**config.mk**
```make
export PLATFORM = sky130hd
export DESIGN_NAME = midpoint_circle_gen_flat
export DESIGN_NICKNAME = d
export VERILOG_FILES = /design/src/rtl/circle_pkg.sv /design/src/rtl/midpoint_circle_gen_if.sv /design/src/rtl/circle_octant_map.sv /design/src/rtl/midpoint_circle_gen.sv /design/src/flat_wrapper.sv
export SDC_FILE = /design/constraint.sdc
export NUM_CORES = 1
export LEC_CHECK = 0
export CAP_MARGIN = 20
export CELL_PAD_IN_SITES_DETAIL_PLACEMENT = 0
export CELL_PAD_IN_SITES_GLOBAL_PLACEMENT = 1
export CORE_MARGIN = 2
export CORE_UTILIZATION = 25
export CTS_CLUSTER_DIAMETER = 30
export DETAILED_ROUTE_END_ITERATION = 12
export PLACE_DENSITY_LB_ADDON = 0.1
export SYNTH_ARGS = -nofsm -noshare
export SYNTH_HDL_FRONTEND = slang
export SYNTH_SLANG_ARGS = --single-unit
```
**constraint.sdc**
```tcl
create_clock -name CLK50 -period 3.6 [get_ports CLK50]
set_input_delay 0.36 -clock CLK50 [delete_from_list [all_inputs] [get_ports CLK50]]
set_output_delay 0.36 -clock CLK50 [all_outputs]
set_load 0.005 [all_outputs]
```
**src/rtl/circle_pkg.sv**
```systemverilog
// Shared definitions for the midpoint circle rasteriser: FSM state codes,
// default screen size and the octant index range.
package circle_pkg;

  localparam int XRES_DEF = 160;
  localparam int YRES_DEF = 120;

  // State codes kept as plain constants so legacy blocks can compare against them.
  localparam logic [1:0] S_IDLE = 2'd0;
  localparam logic [1:0] S_PLOT = 2'd1;
  localparam logic [1:0] S_STEP = 2'd2;
  localparam logic [1:0] S_DONE = 2'd3;

  // Octant sequencing: oct counts 0..7 within one PLOT burst.
  localparam logic [2:0] OCT_FIRST = 3'd0;
  localparam logic [2:0] OCT_LAST  = 3'd7;

endpackage

```
**src/rtl/midpoint_circle_gen_if.sv**
```systemverilog
// Request/pixel bundle between the circle-drawing controller (master) and the
// rasteriser (slave).
interface midpoint_circle_gen_if #(
  parameter int RW = 6
);
  logic          start;
  logic [7:0]    xc;
  logic [6:0]    yc;
  logic [RW-1:0] r;
  logic [7:0]    x;
  logic [6:0]    y;
  logic          valid;
  logic          busy;
  logic          done;

  modport master (output start, xc, yc, r, input x, y, valid, busy, done);
  modport slave  (input start, xc, yc, r, output x, y, valid, busy, done);
endinterface

```
**src/rtl/circle_octant_map.sv**
```systemverilog
// Maps the current midpoint offsets (xo,yo) onto one of the eight symmetric
// circle points and flags whether that point lies on screen.
// oct[0] swaps the offsets, oct[1] mirrors X, oct[2] mirrors Y.
module circle_octant_map #(
  parameter int XRES = 160,
  parameter int YRES = 120,
  parameter int RW   = 6
) (
  input  logic [7:0]    xc,
  input  logic [6:0]    yc,
  input  logic [RW-1:0] xo,
  input  logic [RW-1:0] yo,
  input  logic [2:0]    oct,
  output logic [7:0]    x,
  output logic [6:0]    y,
  output logic          on_screen
);

  logic signed [8:0] cx, cy, ox, oy, sx, sy;

  // Select offsets, add or subtract them from the centre, then clip.
  always_comb begin
    cx = $signed({1'b0, xc});
    cy = $signed({2'b00, yc});
    ox = oct[0] ? $signed(9'(yo)) : $signed(9'(xo));
    oy = oct[0] ? $signed(9'(xo)) : $signed(9'(yo));
    sx = oct[1] ? (cx - ox) : (cx + ox);
    sy = oct[2] ? (cy - oy) : (cy + oy);
    x  = sx[7:0];
    y  = sy[6:0];
    on_screen = (sx >= 0) && (sy >= 0) && (int'(sx) < XRES) && (int'(sy) < YRES);
  end

endmodule

```
**src/rtl/midpoint_circle_gen.sv**
```systemverilog
// Midpoint circle rasteriser: one octant point per PLOT cycle, one STEP cycle
// per midpoint iteration, then a single-cycle done pulse.
module midpoint_circle_gen
  import circle_pkg::*;
#(
  parameter int XRES = XRES_DEF,
  parameter int YRES = YRES_DEF,
  parameter int RW   = 6
) (
  input logic                  CLK50,
  input logic                  clearn,
  midpoint_circle_gen_if.slave bus
);

  logic [1:0]           state;
  logic [7:0]           xc_q;
  logic [6:0]           yc_q;
  logic [RW-1:0]        xo, yo;
  logic signed [8:0]    d;
  logic [2:0]           oct;

  logic signed [RW+1:0] xo_nx, yo_nx;
  logic signed [8:0]    d_nx;
  logic [7:0]           map_x;
  logic [6:0]           map_y;
  logic                 map_on;

  circle_octant_map #(.XRES(XRES), .YRES(YRES), .RW(RW)) u_map (
    .xc        (xc_q),
    .yc        (yc_q),
    .xo        (xo),
    .yo        (yo),
    .oct       (oct),
    .x         (map_x),
    .y         (map_y),
    .on_screen (map_on)
  );

  // Midpoint step from the current offsets; two spare bits let yo go to -1
  // (r=0) so the termination compare stays correct.
  always_comb begin
    xo_nx = {2'b00, xo} + (RW+2)'(1);
    yo_nx = {2'b00, yo} - ((d < 0) ? (RW+2)'(0) : (RW+2)'(1));
    if (d < 0)
      d_nx = d + $signed(9'({xo, 1'b0})) + 9'sd3;
    else
      d_nx = d + $signed(9'({xo, 1'b0})) - $signed(9'({yo, 1'b0})) + 9'sd5;
  end

  // FSM, latched request and midpoint state.
  // NOTE: sequential state uses non-blocking (<=) so every register samples pre-edge values.
  always_ff @(posedge CLK50 or negedge clearn) begin
    if (!clearn) begin
      state <= S_IDLE;
      xc_q  <= '0;
      yc_q  <= '0;
      xo    <= '0;
      yo    <= '0;
      d     <= '0;
      oct   <= OCT_FIRST;
    end else begin
      case (state)
        S_IDLE: if (bus.start) begin
          xc_q  <= bus.xc;
          yc_q  <= bus.yc;
          xo    <= '0;
          yo    <= bus.r;
          d     <= 9'sd1 - $signed(9'(bus.r));
          oct   <= OCT_FIRST;
          state <= S_PLOT;
        end
        S_PLOT: begin
          if (oct == OCT_LAST) state <= S_STEP;
          else                 oct   <= oct + 3'd1;
        end
        S_STEP: begin
          d  <= d_nx;
          xo <= xo_nx[RW-1:0];
          yo <= yo_nx[RW-1:0];
          if (xo_nx > yo_nx) begin
            state <= S_DONE;
          end else begin
            oct   <= OCT_FIRST;
            state <= S_PLOT;
          end
        end
        default: state <= S_IDLE;
      endcase
    end
  end

  // Outputs: pixel only while plotting, status from state.
  // NOTE: every output gets a default first so no path through always_comb infers a latch.
  always_comb begin
    bus.x     = '0;
    bus.y     = '0;
    bus.valid = 1'b0;
    if (state == S_PLOT) begin
      bus.x     = map_x;
      bus.y     = map_y;
      bus.valid = map_on;
    end
    bus.busy = (state != S_IDLE);
    bus.done = (state == S_DONE);
  end

endmodule

```
**src/flat_wrapper.sv**
```systemverilog
// flat-port wrapper written by rule: the top's interface ports become plain ports
module midpoint_circle_gen_flat import circle_pkg::*;
#(
  parameter int XRES = XRES_DEF,
  parameter int YRES = YRES_DEF,
  parameter int RW   = 6
)
  (CLK50, clearn, bus_start, bus_xc, bus_yc, bus_r, bus_x, bus_y, bus_valid, bus_busy, bus_done);
  midpoint_circle_gen_if #(.RW(RW)) bus_i ();
  input logic CLK50;
  input logic clearn;
  input wire logic [$bits(bus_i.start)-1:0] bus_start;
  input wire logic [$bits(bus_i.xc)-1:0] bus_xc;
  input wire logic [$bits(bus_i.yc)-1:0] bus_yc;
  input wire logic [$bits(bus_i.r)-1:0] bus_r;
  output wire logic [$bits(bus_i.x)-1:0] bus_x;
  output wire logic [$bits(bus_i.y)-1:0] bus_y;
  output wire logic [$bits(bus_i.valid)-1:0] bus_valid;
  output wire logic [$bits(bus_i.busy)-1:0] bus_busy;
  output wire logic [$bits(bus_i.done)-1:0] bus_done;
  assign bus_i.start = bus_start;
  assign bus_i.xc = bus_xc;
  assign bus_i.yc = bus_yc;
  assign bus_i.r = bus_r;
  assign bus_x = bus_i.x;
  assign bus_y = bus_i.y;
  assign bus_valid = bus_i.valid;
  assign bus_busy = bus_i.busy;
  assign bus_done = bus_i.done;
  midpoint_circle_gen #(.XRES(XRES), .YRES(YRES), .RW(RW)) u_core (.CLK50(CLK50), .clearn(clearn), .bus(bus_i));
endmodule
```
Yosys cells after proc, flatten, opt, wreduce, memory -nomap -nowiden
Cells that the tools add are included.
- bits in registers: 41
- input port bits: 24
- add/subtract/negate cells: 12
- order comparisons: 6
- eq/ne operators: 8
- muxes and demuxes: 23
- reduce and logical (&&, ||, !) cells: 11
- operators with widths (cell ; number):
    9-bit 2-to-1 mux ; 4
    6-bit 2-to-1 mux ; 4
    6-bit one-hot mux with 2 select lines ; 2
    9-bit by 1-bit greater-or-equal comparator with 1-bit output (second input constant) ; 2
    9-bit one-hot mux with 2 select lines ; 1
    9-bit by 3-bit adder with 9-bit output (second input constant) ; 1
    9-bit by 4-bit adder with 9-bit output (second input constant) ; 1
    9-bit by 8-bit adder with 9-bit output ; 1
    9-bit adder ; 1
    9-bit by 1-bit less-than comparator with 1-bit output (second input constant) ; 1
    9-bit by 8-bit less-than comparator with 1-bit output (second input constant) ; 1
    9-bit less-than comparator (second input constant) ; 1
    3-bit 2-to-1 mux ; 3
    3-bit one-hot mux with 3 select lines ; 1
    9-bit by 8-bit subtractor with 9-bit output ; 1
    9-bit subtractor ; 1
    7-bit by 6-bit adder with 8-bit output ; 1
    8-bit > comparator ; 1
    8-bit 2-to-1 mux ; 1
    6-bit by 8-bit subtractor with 8-bit output ; 1
    7-bit by 6-bit subtractor with 8-bit output ; 1
    6-bit by 1-bit adder with 7-bit output (second input constant) ; 1
    7-bit 2-to-1 mux ; 1
    1-bit by 6-bit subtractor with 7-bit output (first input constant) ; 1
    15 further kinds ; 26

Logic depth before layout (Yosys ltp)
- depth in word-level cells: 8
- mapped depth: 15

Modules after synthesis
Synthesis repeated with hierarchy kept, for this count alone.
- cells, all modules: 498
- area, all modules: 4384.2 um2
- modules (own cells, without submodules) (module ; times used ; cells each ; area an instance (um2) ; seq. area each (um2)):
    midpoint_circle_gen ; 1 ; 327 ; 3104.2 ; 1026.0
    circle_octant_map ; 1 ; 171 ; 1280.0 ; 0.0

Worst setup path before layout
No wires, ideal clock.
- path type: register to output
- start: register u_core.oct[0]
- end: output bus_valid
- arrival: 3.022 ns
- required time: 3.240 ns
- setup slack: 0.218 ns
- cell stages (with the launch flop): 16
- path buffers: 3
- cell sequence: dfrtp_1 clkbuf_1 buf_1 clkbuf_1 nand2_1 o21ai_0 ha_1 inv_1 fa_1 a21o_1 a21oi_1 o21bai_1 a21oi_1 nor3_1 xnor2_1 a311oi_2
- cells in the longest elaborated chain, start to end: 8
- elaborated cells between the ends (all ways): 16
- classes of those cells: add/sub: 4; order compare: 4; mux: 5; reduce/logical: 3
- ends and longest elaborated chain (element ; RTL line ; RTL):
    from (decl) ; midpoint_circle_gen.sv:20 ; logic [2:0] oct;
    from (signal assigned) ; midpoint_circle_gen.sv:74 ; else oct <= oct + 3'd1;
    6-bit 2-to-1 mux, on equally long branches ; circle_octant_map.sv:25, circle_octant_map.sv:26 ;
    9-bit adder (tied with other cells) ; circle_octant_map.sv:27 ; sx = oct[1] ? (cx - ox) : (cx + ox);
    9-bit 2-to-1 mux, on equally long branches ; circle_octant_map.sv:27, circle_octant_map.sv:28 ;
    9-bit by 1-bit greater-or-equal comparator with 1-bit output ; circle_octant_map.sv:31 ; on_screen = (sx >= 0) && (sy >= 0) && (int'(sx) < XRES) && (int'(sy) < YRES);
    1-bit logical AND (2 in series) ; circle_octant_map.sv:31 ;
    1-bit logical AND * ; circle_octant_map.sv:31 ;
    1-bit 2-to-1 mux * ; midpoint_circle_gen.sv:98 ; if (state == S_PLOT) begin
    to (decl) ; flat_wrapper.sv:18 ; output wire logic [$bits(bus_i.valid)-1:0] bus_valid;
Mark *: on every way between the ends. The rest lies on a longest branch, timed or not.

Worst setup path in the final report
- start: register u_core.oct[0]
- end: output bus_x[5]
- cells in the longest elaborated chain, start to end: 4
- elaborated cells between the ends (all ways): 5
- classes of those cells: add/sub: 2; mux: 3
- ends and longest elaborated chain (element ; RTL line ; RTL):
    6-bit 2-to-1 mux * ; circle_octant_map.sv:25 ; ox = oct[0] ? $signed(9'(yo)) : $signed(9'(xo));
    9-bit adder / 9-bit subtractor (equally long branches) ; circle_octant_map.sv:27 ;
    9-bit 2-to-1 mux * ; circle_octant_map.sv:27 ;
    8-bit 2-to-1 mux * ; midpoint_circle_gen.sv:98 ;
    to (decl) ; flat_wrapper.sv:16 ; output wire logic [$bits(bus_i.x)-1:0] bus_x;
Marks and branches as above.

==> impl_metrics.yaml <==
place:
  port_buffers: 41
  dp_hpwl_um: 10500
  gp_congestion: 0.838
clocking:
  clock_sinks: 41
  path_clk_slew_ns: 0.07
  cts_hold_buf: 0
  htreeDepth: 2
  cts_buffers: 5
  clock_latency_ns: 0.30
  cts_root_buf: "clkbuf_16"
  cts_tree: "built"
  cts_buffer_depth: 2
floorplanning:
  dieArea_sq_um: 17900
  initial_core_util_pct: 25.5
  core_area_sq_um: 16500
  rows: 47
  die_y_um: 134
  io_pins: 42
  chipWidth_um: 134
worst_setup_path:
  worst_path_max_delay_cell: "or4b_4"
  setup.worst_path.class: "reg -> out"
  critPathMostFrequentCell: "buf_4"
  reg2reg_slack_ns: 0.27
  worst_path_largest_cell_delay_ns: 0.48
  cp-end-kind: "output pin"
  path_cells: "mux2i_2, buf_4, buf_4, buf_4, a21oi_2, inv_1, ha_1, nor2b_2, o31ai_4, or4b_4, o311a_1, buf_4, buf_4, buf_4, nor2_1, buf_2"
  cp.arrival_ns: 3.39
  crit_fanout: 5
  critPathLaunchType: "register"
  crit_required_ns: 3.24
global_route:
  grt_pass1_vias: 4074
  antenna_found_initial: 0
  grt_max_degree: 42
  grt_pass1_wl_um: 21900
  overflow: 0
  grt_util_all_layers_pct: 15.8
synthesis:
  synthArstFlopShare_pct: 100
  synth_edf_count: 0
  ys_warn_count: 0
  synth_top_family_by_area: "compound AO/OA/AOI/OAI gates"
  synthMuxAreaShare_pct: 5.11
  syn_nets: 596
  synth_xor_area_share_pct: 8.09
  synth_ff_type: "dfrtp_1"
  syn_area_per_cell_sq_um: 8.20
  netlist_instances: 513
  yosysSeqAreaShare_pct: 24.4
  synth_compound_area_share_pct: 21.6
  syn_area_sq_um: 4210
  synth_simple_gate_area_share_pct: 15.9
  ys_types: 56
  synth_fa_ha_area_share_pct: 18.4
  synth-seq-cells: 41
detailed_routing:
  dr.pass1.iters: 4
  num_vias: 3879
  via_per_inst: 4.74
  wl_per_cell_um: 16.6
  drt_iter0_markers: 145
  totalWireLength_um: 13600
  post-route-drc-count: 0
  postRouteAntennaNets: 0
timing:
  hold_viol: 0
  fmax_mhz: 267
  fin_hold_ws_ns: 0.156
  drv_slew: 0
  rsz0062_at_grt: "true"
  finClkSkew_ns: 0.00758
  finalSetupViolations: 4
  finalCritPeriodShare_pct: 104
  layout_min_cycle_time_ns: 3.75
  relSlewSlack_pct: 42.3
  tightest_slew_ns: 0.862
  setup_ws_ns: -0.146
layout:
  layout.nets: 681
  drive_gt1_share_pct: 18.2
  final_cell_mix: "56 x buf_4, 54 x nor2_1, 53 x ha_1"
  syn2layout_area_growth_pct: 30.6
  antenna_cells: 0
  mostFrequentLayoutCell: "buf_4"
status:
  outcome: "complete, but fails checks"
  violations: "setup timing"
run:
  cap_viol_max_count: 0
worst_hold_path:
  min_path_type: "in -> async"
## synthesized netlist by cell type, types with 6 or more instances
master	n	area [sq um]
ha_1	54	676
nor2_1	54	203
inv_1	51	191
dfrtp_1	41	1030
nand2_1	38	143
o21ai_0	37	185
a21oi_1	34	170
xnor2_1	20	175
xor2_1	17	149
clkbuf_1	16	60.1
mux2_2	12	135
o21a_1	11	82.6
nor2b_1	10	62.6
mux2i_1	8	80.1
nand2b_1	8	50.1
o31ai_1	7	52.6
nand3_1	6	30.0
nor3_1	6	30.0
o21bai_1	6	45.0
## kinds of logic (layout without fill, tap and decap cells)
kind of cell | Yosys count | in the layout
AOI/OAI and AO/OA | 139 | 139
xor gates and xnor gates | 38 | 38
adders and majority gates | 59 | 59
buffers and inverters | 72 | 158
DFF | 41 | 41
muxes | 20 | 20
and+or+nand+nor | 144 | 144
## through the flow
stage / setup WS, ns / cell area, sq um / TNS [ns] / util [%] / cells
after global placement: -0.252 / 5170 / -0.260 / 31.3 / 801
after CTS: -0.167 / 5410 / -0.302 / 32.8 / 816
after detailed placement: -0.367 / 5170 / -0.451 / 31.3 / 801
after global routing: -0.339 / 5500 / -1.31 / 33.3 / 819
after floorplan: 0.218 / 4210 / 0 / - / 513
final: -0.146 / 5500 / -0.392 / 33.3 / 819
## area by class of cell
cell class | instances | area, sq um
Fill cell | 1760 | 11000
Inverter | 51 | 191
Sequential cell | 41 | 1030
Timing Repair Buffer | 99 | 841
Tap cell | 220 | 275
Multi-Input combinational cell | 400 | 3020
Clock buffer | 8 | 136
## worst max-delay path: cells and delay by family, from the launching register on
| kind | cells | cell delay [ns] |
|---|---|---|
| buffers and inverters | 8 | 0.94 |
| DFF | 1 | 0.46 |
| adders and majority gates | 1 | 0.27 |
| and+or+nand+nor | 3 | 0.73 |
| AOI/OAI and AO/OA | 3 | 0.52 |
| muxes | 1 | 0.18 |
## state kept, by name (all words and copies together) (netlist names)
register      cells
u_core.yc_q       7
u_core.oct        3
u_core.state      2
u_core.xc_q       8
u_core.yo         6
u_core.d          9
u_core.xo         6
## worst paths after layout
check / from / end / cells past startpoint
hold reg to reg: u_core.d[4] / u_core.d[4] / 2
setup reg to reg: u_core.xo[0] / u_core.d[8] / 14
hold / removal: clearn / u_core.d[8] / 2
setup / recovery: u_core.oct[0] / bus_x[5] / 16
min in group CLK50: u_core.d[4] / u_core.d[4] / 2
max in group asynchronous: clearn / u_core.oct[0] / 2
## routing by layer
layer  vias to the layer above  GRT usage [%]  routed length, um
li1                       1964              -                  -
met1                      1844           21.2               6610
met2                        58           26.8               6490
met3                        13           1.75                323
met4                         0           4.73                179
met5                         -              0                  0
## repair_timing
| item | in CTS | in global routing |
|---|---|---|
| pin swaps | 9 | 6 |
| gates resized for setup | 29 | 14 |
| buffers inserted | 7 | 3 |
| gates cloned | 0 | 0 |
| endpoints found under the hold margin | 0 | 0 |
| endpoints found under the setup margin | 7 | 9 |
Power is left out: the tool's default activity adds up to more than one toggle a clock period on the data nets, which glitch-free logic cannot reach.
